`config.mk`:
```
export PLATFORM = sky130hd
export DESIGN_NAME = uart_rx_os
export DESIGN_NICKNAME = d
export VERILOG_FILES = /design/src/rtl/uart_rx_os.sv
export SDC_FILE = /design/constraint.sdc
export NUM_CORES = 1
export LEC_CHECK = 0
export ABC_AREA = 1
export CAP_MARGIN = 20
export CORE_MARGIN = 4
export CORE_UTILIZATION = 62
export DETAILED_ROUTE_END_ITERATION = 16
export HOLD_SLACK_MARGIN = 0.12
export PLACE_DENSITY = 0.85
export SKIP_CTS_REPAIR_TIMING = 1
export SLEW_MARGIN = 40
export SYNTH_ARGS = -nofsm -noshare
export SYNTH_HDL_FRONTEND = slang
export SYNTH_SLANG_ARGS = --single-unit
```
`constraint.sdc`:
```
create_clock -name clk -period 5.1 [get_ports clk]
set_clock_uncertainty 0.1 [all_clocks]
set_input_delay 1.53 -clock clk [delete_from_list [all_inputs] [get_ports clk]]
set_output_delay 1.53 -clock clk [all_outputs]
set_load 0.1 [all_outputs]
```
`src/rtl/uart_rx_os.sv`:
```
`default_nettype none
// ============================================================================
//  Module      : uart_rx_os
//  Description : Oversampling UART receiver with 5..DATA_W_MAX data bits,
//                parity/stop options, majority voting, break detection and a
//                valid/ready output register with overrun reporting.
//  Revision    : 1.0 - initial release
// ============================================================================
module uart_rx_os #(
    parameter int DATA_W_MAX  = 9,
    parameter int OS_RATE     = 16,
    parameter int DIV_W       = 16,
    parameter int SYNC_STAGES = 2
) (
    input  logic                  clk,
    input  logic                  rst,
    input  logic                  rx,
    input  logic [DIV_W-1:0]      i_baud_divisor,
    input  logic [3:0]            i_data_bits,
    input  logic [1:0]            i_parity_type,
    input  logic                  i_stop_bits,
    output logic [DATA_W_MAX-1:0] o_rx_data,
    output logic                  o_rx_valid,
    input  logic                  i_rx_ready,
    output logic                  o_framing_error,
    output logic                  o_parity_error,
    output logic                  o_break_detect,
    output logic                  o_overrun_error
);

    localparam int              c_OS_W     = $clog2(OS_RATE);
    localparam logic [c_OS_W-1:0] c_SMP0   = c_OS_W'(OS_RATE/2 - 1);
    localparam logic [c_OS_W-1:0] c_SMP1   = c_OS_W'(OS_RATE/2);
    localparam logic [c_OS_W-1:0] c_SMP2   = c_OS_W'(OS_RATE/2 + 1);
    localparam logic [c_OS_W-1:0] c_DECIDE = c_OS_W'(OS_RATE/2 + 2);
    localparam logic [c_OS_W-1:0] c_LAST   = c_OS_W'(OS_RATE - 1);
    localparam logic [3:0]      c_DW_MAX   = 4'(DATA_W_MAX);
    localparam logic [3:0]      c_DW_MIN   = 4'd5;

    localparam logic [2:0] c_ST_IDLE   = 3'd0;
    localparam logic [2:0] c_ST_START  = 3'd1;
    localparam logic [2:0] c_ST_DATA   = 3'd2;
    localparam logic [2:0] c_ST_PARITY = 3'd3;
    localparam logic [2:0] c_ST_STOP   = 3'd4;
    localparam logic [2:0] c_ST_BREAK  = 3'd5;

    logic [SYNC_STAGES-1:0] r_sync;
    logic [DIV_W-1:0]       r_presc;
    logic [2:0]             r_state;
    logic [2:0]             w_state_nxt;
    logic [c_OS_W-1:0]      r_os_cnt;
    logic [3:0]             r_bit_cnt;
    logic [2:0]             r_smp;
    logic [DATA_W_MAX-1:0]  r_data;
    logic                   r_pbit;
    logic                   r_stop0;
    logic                   r_ferr_acc;
    logic [3:0]             r_nbits;
    logic [1:0]             r_ptype;
    logic                   r_two_stop;

    logic [DATA_W_MAX-1:0]  r_rx_data;
    logic                   r_rx_valid;
    logic                   r_ferr;
    logic                   r_perr;
    logic                   r_brk;
    logic                   r_ovr;

    logic                   w_rx;
    logic [DIV_W-1:0]       w_div_eff;
    logic                   w_tick;
    logic                   w_active;
    logic                   w_decide;
    logic                   w_bit_end;
    logic                   w_start_det;
    logic                   w_bit;
    logic                   w_last_data;
    logic                   w_last_stop;
    logic                   w_done;
    logic                   w_first_stop;
    logic                   w_ferr;
    logic                   w_perr;
    logic                   w_brk;
    logic [3:0]             w_nbits_cfg;
    logic [DATA_W_MAX-1:0]  w_data_shift;

    always_ff @(posedge clk or posedge rst) begin
        if (rst) r_sync <= '1;
        else     r_sync <= {r_sync[SYNC_STAGES-2:0], rx};
    end
    assign w_rx = r_sync[SYNC_STAGES-1];

    // A divisor of 0 behaves as 1; >= keeps the wrap safe if the divisor shrinks live.
    assign w_div_eff = (i_baud_divisor == '0) ? DIV_W'(1) : i_baud_divisor;
    assign w_tick    = (r_presc >= w_div_eff - DIV_W'(1));

    always_ff @(posedge clk or posedge rst) begin
        if (rst)         r_presc <= '0;
        else if (w_tick) r_presc <= '0;
        else             r_presc <= r_presc + DIV_W'(1);
    end

    assign w_active    = (r_state == c_ST_START) || (r_state == c_ST_DATA) ||
                         (r_state == c_ST_PARITY) || (r_state == c_ST_STOP);
    assign w_decide    = w_tick & w_active & (r_os_cnt == c_DECIDE);
    assign w_bit_end   = w_tick & w_active & (r_os_cnt == c_LAST);
    assign w_start_det = (r_state == c_ST_IDLE) & w_tick & ~w_rx;
    assign w_bit       = (r_smp[0] & r_smp[1]) | (r_smp[0] & r_smp[2]) | (r_smp[1] & r_smp[2]);
    assign w_last_data = (r_bit_cnt == r_nbits - 4'd1);
    assign w_last_stop = (r_bit_cnt == {3'b000, r_two_stop});
    assign w_done      = (r_state == c_ST_STOP) & w_decide & w_last_stop;

    assign w_first_stop = (r_bit_cnt == 4'd0) ? w_bit : r_stop0;
    assign w_ferr       = r_ferr_acc | ~w_bit;
    assign w_brk        = (r_data == '0) & ((r_ptype == 2'b00) | ~r_pbit) & ~w_first_stop;

    always_comb begin
        w_perr = 1'b0;
        case (r_ptype)
            2'b01:   w_perr = (^r_data) ^ r_pbit;
            2'b10:   w_perr = ~((^r_data) ^ r_pbit);
            2'b11:   w_perr = ~r_pbit;
            default: w_perr = 1'b0;
        endcase
    end

    assign w_nbits_cfg = (i_data_bits < c_DW_MIN) ? c_DW_MIN :
                         (i_data_bits > c_DW_MAX) ? c_DW_MAX : i_data_bits;

    // New bit enters at the top of the active field so the first bit lands at bit 0.
    always_comb begin
        w_data_shift = r_data >> 1;
        for (int i = 0; i < DATA_W_MAX; i++) begin
            if (4'(i) == r_nbits - 4'd1) w_data_shift[i] = w_bit;
        end
    end

    always_ff @(posedge clk or posedge rst) begin
        if (rst) r_state <= c_ST_IDLE;
        else     r_state <= w_state_nxt;
    end

    always_comb begin
        w_state_nxt = r_state;
        case (r_state)
            c_ST_IDLE:   if (w_start_det) w_state_nxt = c_ST_START;
            c_ST_START: begin
                if (w_decide && w_bit) w_state_nxt = c_ST_IDLE;
                else if (w_bit_end)    w_state_nxt = c_ST_DATA;
            end
            c_ST_DATA: begin
                if (w_bit_end && w_last_data)
                    w_state_nxt = (r_ptype != 2'b00) ? c_ST_PARITY : c_ST_STOP;
            end
            c_ST_PARITY: if (w_bit_end) w_state_nxt = c_ST_STOP;
            c_ST_STOP:   if (w_done) w_state_nxt = w_brk ? c_ST_BREAK : c_ST_IDLE;
            c_ST_BREAK:  if (w_tick && w_rx) w_state_nxt = c_ST_IDLE;
            default:     w_state_nxt = c_ST_IDLE;
        endcase
    end

    always_ff @(posedge clk or posedge rst) begin
        if (rst) begin
            r_os_cnt   <= '0;
            r_bit_cnt  <= '0;
            r_smp      <= '1;
            r_data     <= '0;
            r_pbit     <= 1'b0;
            r_stop0    <= 1'b0;
            r_ferr_acc <= 1'b0;
            r_nbits    <= '0;
            r_ptype    <= '0;
            r_two_stop <= 1'b0;
        end else begin
            if (w_start_det) begin
                r_os_cnt   <= '0;
                r_bit_cnt  <= '0;
                r_data     <= '0;
                r_ferr_acc <= 1'b0;
                r_nbits    <= w_nbits_cfg;
                r_ptype    <= i_parity_type;
                r_two_stop <= i_stop_bits;
            end else if (w_tick && w_active) begin
                r_os_cnt <= (r_os_cnt == c_LAST) ? '0 : r_os_cnt + c_OS_W'(1);
                if (r_os_cnt == c_SMP0) r_smp[0] <= w_rx;
                if (r_os_cnt == c_SMP1) r_smp[1] <= w_rx;
                if (r_os_cnt == c_SMP2) r_smp[2] <= w_rx;
            end
            if (w_decide) begin
                case (r_state)
                    c_ST_DATA:   r_data <= w_data_shift;
                    c_ST_PARITY: r_pbit <= w_bit;
                    c_ST_STOP: begin
                        if (!w_bit) r_ferr_acc <= 1'b1;
                        if (r_bit_cnt == 4'd0) r_stop0 <= w_bit;
                    end
                    default: ;
                endcase
            end
            if (w_bit_end) begin
                case (r_state)
                    c_ST_START:  r_bit_cnt <= '0;
                    c_ST_DATA:   r_bit_cnt <= w_last_data ? 4'd0 : r_bit_cnt + 4'd1;
                    c_ST_PARITY: r_bit_cnt <= '0;
                    c_ST_STOP:   r_bit_cnt <= r_bit_cnt + 4'd1;
                    default: ;
                endcase
            end
        end
    end

    // Held word is never overwritten by a frame that arrives before it is consumed.
    always_ff @(posedge clk or posedge rst) begin
        if (rst) begin
            r_rx_data  <= '0;
            r_rx_valid <= 1'b0;
            r_ferr     <= 1'b0;
            r_perr     <= 1'b0;
            r_brk      <= 1'b0;
            r_ovr      <= 1'b0;
        end else begin
            r_ovr <= 1'b0;
            if (w_done && (!r_rx_valid || i_rx_ready)) begin
                r_rx_data  <= r_data;
                r_rx_valid <= 1'b1;
                r_ferr     <= w_ferr;
                r_perr     <= w_perr;
                r_brk      <= w_brk;
            end else if (w_done) begin
                r_ovr <= 1'b1;
            end else if (r_rx_valid && i_rx_ready) begin
                r_rx_valid <= 1'b0;
                r_ferr     <= 1'b0;
                r_perr     <= 1'b0;
                r_brk      <= 1'b0;
            end
        end
    end

    assign o_rx_data       = r_rx_data;
    assign o_rx_valid      = r_rx_valid;
    assign o_framing_error = r_ferr;
    assign o_parity_error  = r_perr;
    assign o_break_detect  = r_brk;
    assign o_overrun_error = r_ovr;

endmodule
`default_nettype wire

```
==> impl_summary.md <==
Status
The flow ran to the end, and the final reports show no timing, DRC or antenna violations.

Timing
Derived from the worst setup path, the maximum achievable clock frequency is 207.7 MHz. For the final routed database, the setup TNS stands at 0 ns. Dividing the final minimum period by the clock period gives 94.41%. At the pin with the least slew margin, the transition time is 0.6747 ns. The slack of the critical path is 0.2849 ns.

The worst slew margin relative to its limit is 55.02%. The post-route minimum period is 4.815 ns. Setup repair after global routing could not meet its margin everywhere. The final setup violation count is 0. The final number of hold-violating endpoints is 0. The final-report max-slew violation count is 0.

Placed design
The placed cell count is 662. The minimum setup slack after placement is -0.2010 ns. Routability-driven placement finished with a final weighted congestion of 0.9049. Port buffering added 40 buffers. The total half-perimeter wirelength after legalization and detailed placement is 7.069 mm.

Synthesis
After Yosys synthesis, full adders, half adders and majority gates account for 9.624% of the synthesized area. The number of warnings issued by yosys is 0. By area, the combinational part of the netlist is dominated by simple AND/OR/NAND/NOR gates. The post-synthesis share of cell area spent on and, or, nand and nor gates is 27.62%.

Synthesis inferred 65 register bits. The sequential-to-total area share from yosys stat is 38.06%. The area fraction of the dominant cell type after synthesis is 35.00%. The mean instance size in the synthesized netlist is 8.019 µm². The synthesized-area fraction occupied by xor and xnor cells is 4.695%. The share of flip-flops with an asynchronous set or reset after synthesis is 100.0%.

The library cell with the largest summed area after synthesis is dfrtp_1. The cell area after synthesis is 0.004290 mm². For this run, the leading register cell type out of synthesis is dfrtp_1. The count of different cell masters after synthesis is 46. The number of nets in the synthesized netlist is 595. Counting flops with a built-in enable in the synthesized netlist gives 0. The post-synthesis instance total is 535.

The compound-cell area share of the yosys netlist is 12.45%. Measured against the total synthesized area, the mux share comes to 0%. After synthesis, the cell types taking the most area are dfrtp_1 35%, nand2_1 9.9%, ha_1 9.6%.

Floorplanning
The initial utilization of the core area, before any placement, comes to 63.50%. The die is 91.19 µm wide. The total number of placement rows is 30. The die covers 0.008315 mm².

The area of the core is 0.006756 mm². The vertical extent of the die is 91.19 µm. In this run the count of I/O pins placed on the die edge is 41.

Layout
Of the cells placed in the final design, the portion with a size suffix greater than 1 is 17.41%. For this run, the number of standard cells in the final layout without fillers is 683. From synthesis to final layout, the design area changed by 17.18%. Cells fill 74.41% of the core in the end.

After the last flow step, the layout net total stands at 658. In the layout the commonest cells are 113 x nand2_1, 62 x inv_1, 60 x dfrtp_1, 49 x nor2_1, 33 x ha_1. The number of diodes is 0. The most frequent standard cell in the layout excluding fill and tap cells is nand2_1.

Worst setup path
Of all nets on the critical path, the largest fanout is 9. The count of cells along the worst register-to-register path is 15. The data required time at the worst endpoint is 5.23 ns. The worst reg-to-reg setup slack is 2.79 ns. By startpoint and endpoint, the worst setup path is classified as in2reg. The worst setup path is captured at a flip-flop. The type of element launching the critical path is an input pin. The reg-to-reg critical path endpoint is o_parity_error$_DFFE_PP0P_.

The startpoint identified for the worst register-to-register timing path is r_presc[3]$_DFF_PP0_. Data arrives at the worst endpoint at 4.95 ns.

Global routing
In the global route stage, overall resource usage came out at 23.77%. The number of global-route vias before repair is 3569. The initial antenna violation count is 0. The total grt overflow is 0. Entering global routing, the biggest net connects 57 pins. The first global-routing pass estimated 16.20 mm of wire.

Clocking
TritonCTS built the clock tree. The clock sink total is 65. The clock transition at the registers of the reported paths is 0.08 ns. The maximum buffer depth of the clock tree is 2. The cell sitting at the root of the clock tree is a clkbuf_8. Buffers inserted during clock tree synthesis total 9. In this run the number of H-tree levels came out at 3. The clock reaches the later pin of the worst-skew pair after 0.35 ns.

Min path
The worst min-delay path category is reg2reg. The startpoint identified for the worst hold timing path is r_sync[0]$_DFF_PP1_. Along the worst hold path, the cell count comes to 0. The capture endpoint of the worst hold path is r_sync[1]$_DFF_PP1_.

Power
Power comes to 0.002188 W. Summed over all cells, the static leakage comes to 2.487 nW. The ratio of total power to cell area is 435.3 mW/mm². The peak supply drop is 0.2583 mV.

Routing
In the routed design, unresolved DRC markers number 0. Once detail routing completed, the nets flagged for antenna violations numbered 0. The ratio of routed vias to standard cells is 5.504. The number of design-rule violations left by the first detailed-router iteration is 249. The routed wire length per instance is 13.82 µm. The via total after detailed routing is 3759. Wires add up to 9.437 mm.

The first detailed-routing pass ran for 5 iterations.

Run
The number of max-cap violations is 0.
[critical path, cell delays in order]
cell and delay (ns):
clkdlybuf4s50_1 0.45, nor2_1 0.16, nand2_1 0.09, nor3_1 0.20, nand2_1 0.07, nand2_1 0.09
inv_2 0.05, ha_1 0.21, nand2_1 0.11, nor2_2 0.05, nand3_1 0.12, nor3_2 0.06
xor2_1 0.12, inv_1 0.06, ha_1 0.26, nand2_1 0.08, nor3_1 0.24, nand2_2 0.09
nand2_4 0.13, nand3_4 0.13, nor2_4 0.20, buf_4 0.15, nand3b_4 0.12, nand3_1 0.11
o21ai_1 0.06
[state kept, by name, indices dropped and copies added (netlist names)]
register / flops
r_presc: 16
r_ferr_acc: 1
r_data: 9
o_parity_error: 1
r_ptype: 2
r_state: 3
o_rx_valid: 1
r_sync: 2
r_os_cnt: 4
r_smp: 3
o_overrun_error: 1
r_stop0: 1
r_nbits: 4
o_break_detect: 1
o_rx_data: 9
r_two_stop: 1
r_bit_cnt: 4
r_pbit: 1
o_framing_error: 1
[worst max-delay path by stage]
stage,startpoint,endpoint,slack [ns],cells past startpoint
floorplan,i_baud_divisor[8],o_rx_data[0]$_DFFE_PP0P_,0.70,24
global placement,i_baud_divisor[9],o_framing_error$_DFFE_PP0P_,-0.07,24
detailed placement,i_baud_divisor[9],o_parity_error$_DFFE_PP0P_,-0.20,24
CTS,i_baud_divisor[9],o_parity_error$_DFFE_PP0P_,0.15,24
global route,i_baud_divisor[9],o_parity_error$_DFFE_PP0P_,-0.02,25
finish,i_baud_divisor[10],o_parity_error$_DFFE_PP0P_,0.28,25
[cell families after synthesis]
family / Yosys count
and+or+nand+nor: 249
AOI/OAI and AO/OA: 86
buffers and inverters: 79
DFF: 65
adders and majority gates: 33
xor gates and xnor gates: 23
[metal layers]
| metal | GRT usage, % | share of wire, % | up-vias |
|---|---|---|---|
| li1 | - | - | 1886 |
| met4 | 6.784 | 1.3 | 0 |
| met2 | 38.26 | 47 | 94 |
| met5 | 0 | 0 | - |
| met1 | 32.30 | 47 | 1764 |
| met3 | 5.302 | 4.8 | 15 |
[through the flow]
stage          area [µm²]  hold WS (ns)
3_5_place_dp         4783        0.2504
6_report             5027        0.2682
4_1_cts              4955        0.2705
5_1_grt              5027        0.2870
2_1_floorplan        4290        0.2452
3_3_place_gp         4851        0.2496
[synth_stat cells, types with 3 or more instances]
cell / n
xnor2_1: 12
o31ai_1: 10
o21ai_1: 6
o21ai_0: 25
o211ai_1: 3
xor2_1: 11
nand2_2: 13
nor2_4: 3
dfrtp_1: 60
buf_6: 3
inv_1: 63
nor4_1: 3
nor3_1: 14
o21ai_2: 10
nand4_1: 4
dfstp_2: 5
o21bai_1: 4
a21oi_1: 19
ha_1: 33
nor3_2: 3
inv_2: 10
nand3_1: 30
nor2_1: 51
nand2_1: 113
[power by group]
group	internal [W]	total, W	switching, W
Sequential	0.000666	0.000793	0.000128
Combinational	0.000383	0.00100	0.000620
Clock	0.000178	0.000392	0.000214
Total	0.00123	0.00219	0.000962
[area by class of cell]
type | count | area [µm²]
clock buffer | 10 | 127.6
clock inverter | 6 | 43.79
tap | 80 | 100.1
timing repair buffer | 56 | 462.9
sequential | 65 | 1633
multi-input combinational | 393 | 2384
fill | 494 | 1729
inverter | 73 | 276.5
Power figures use the tool's default switching activity.
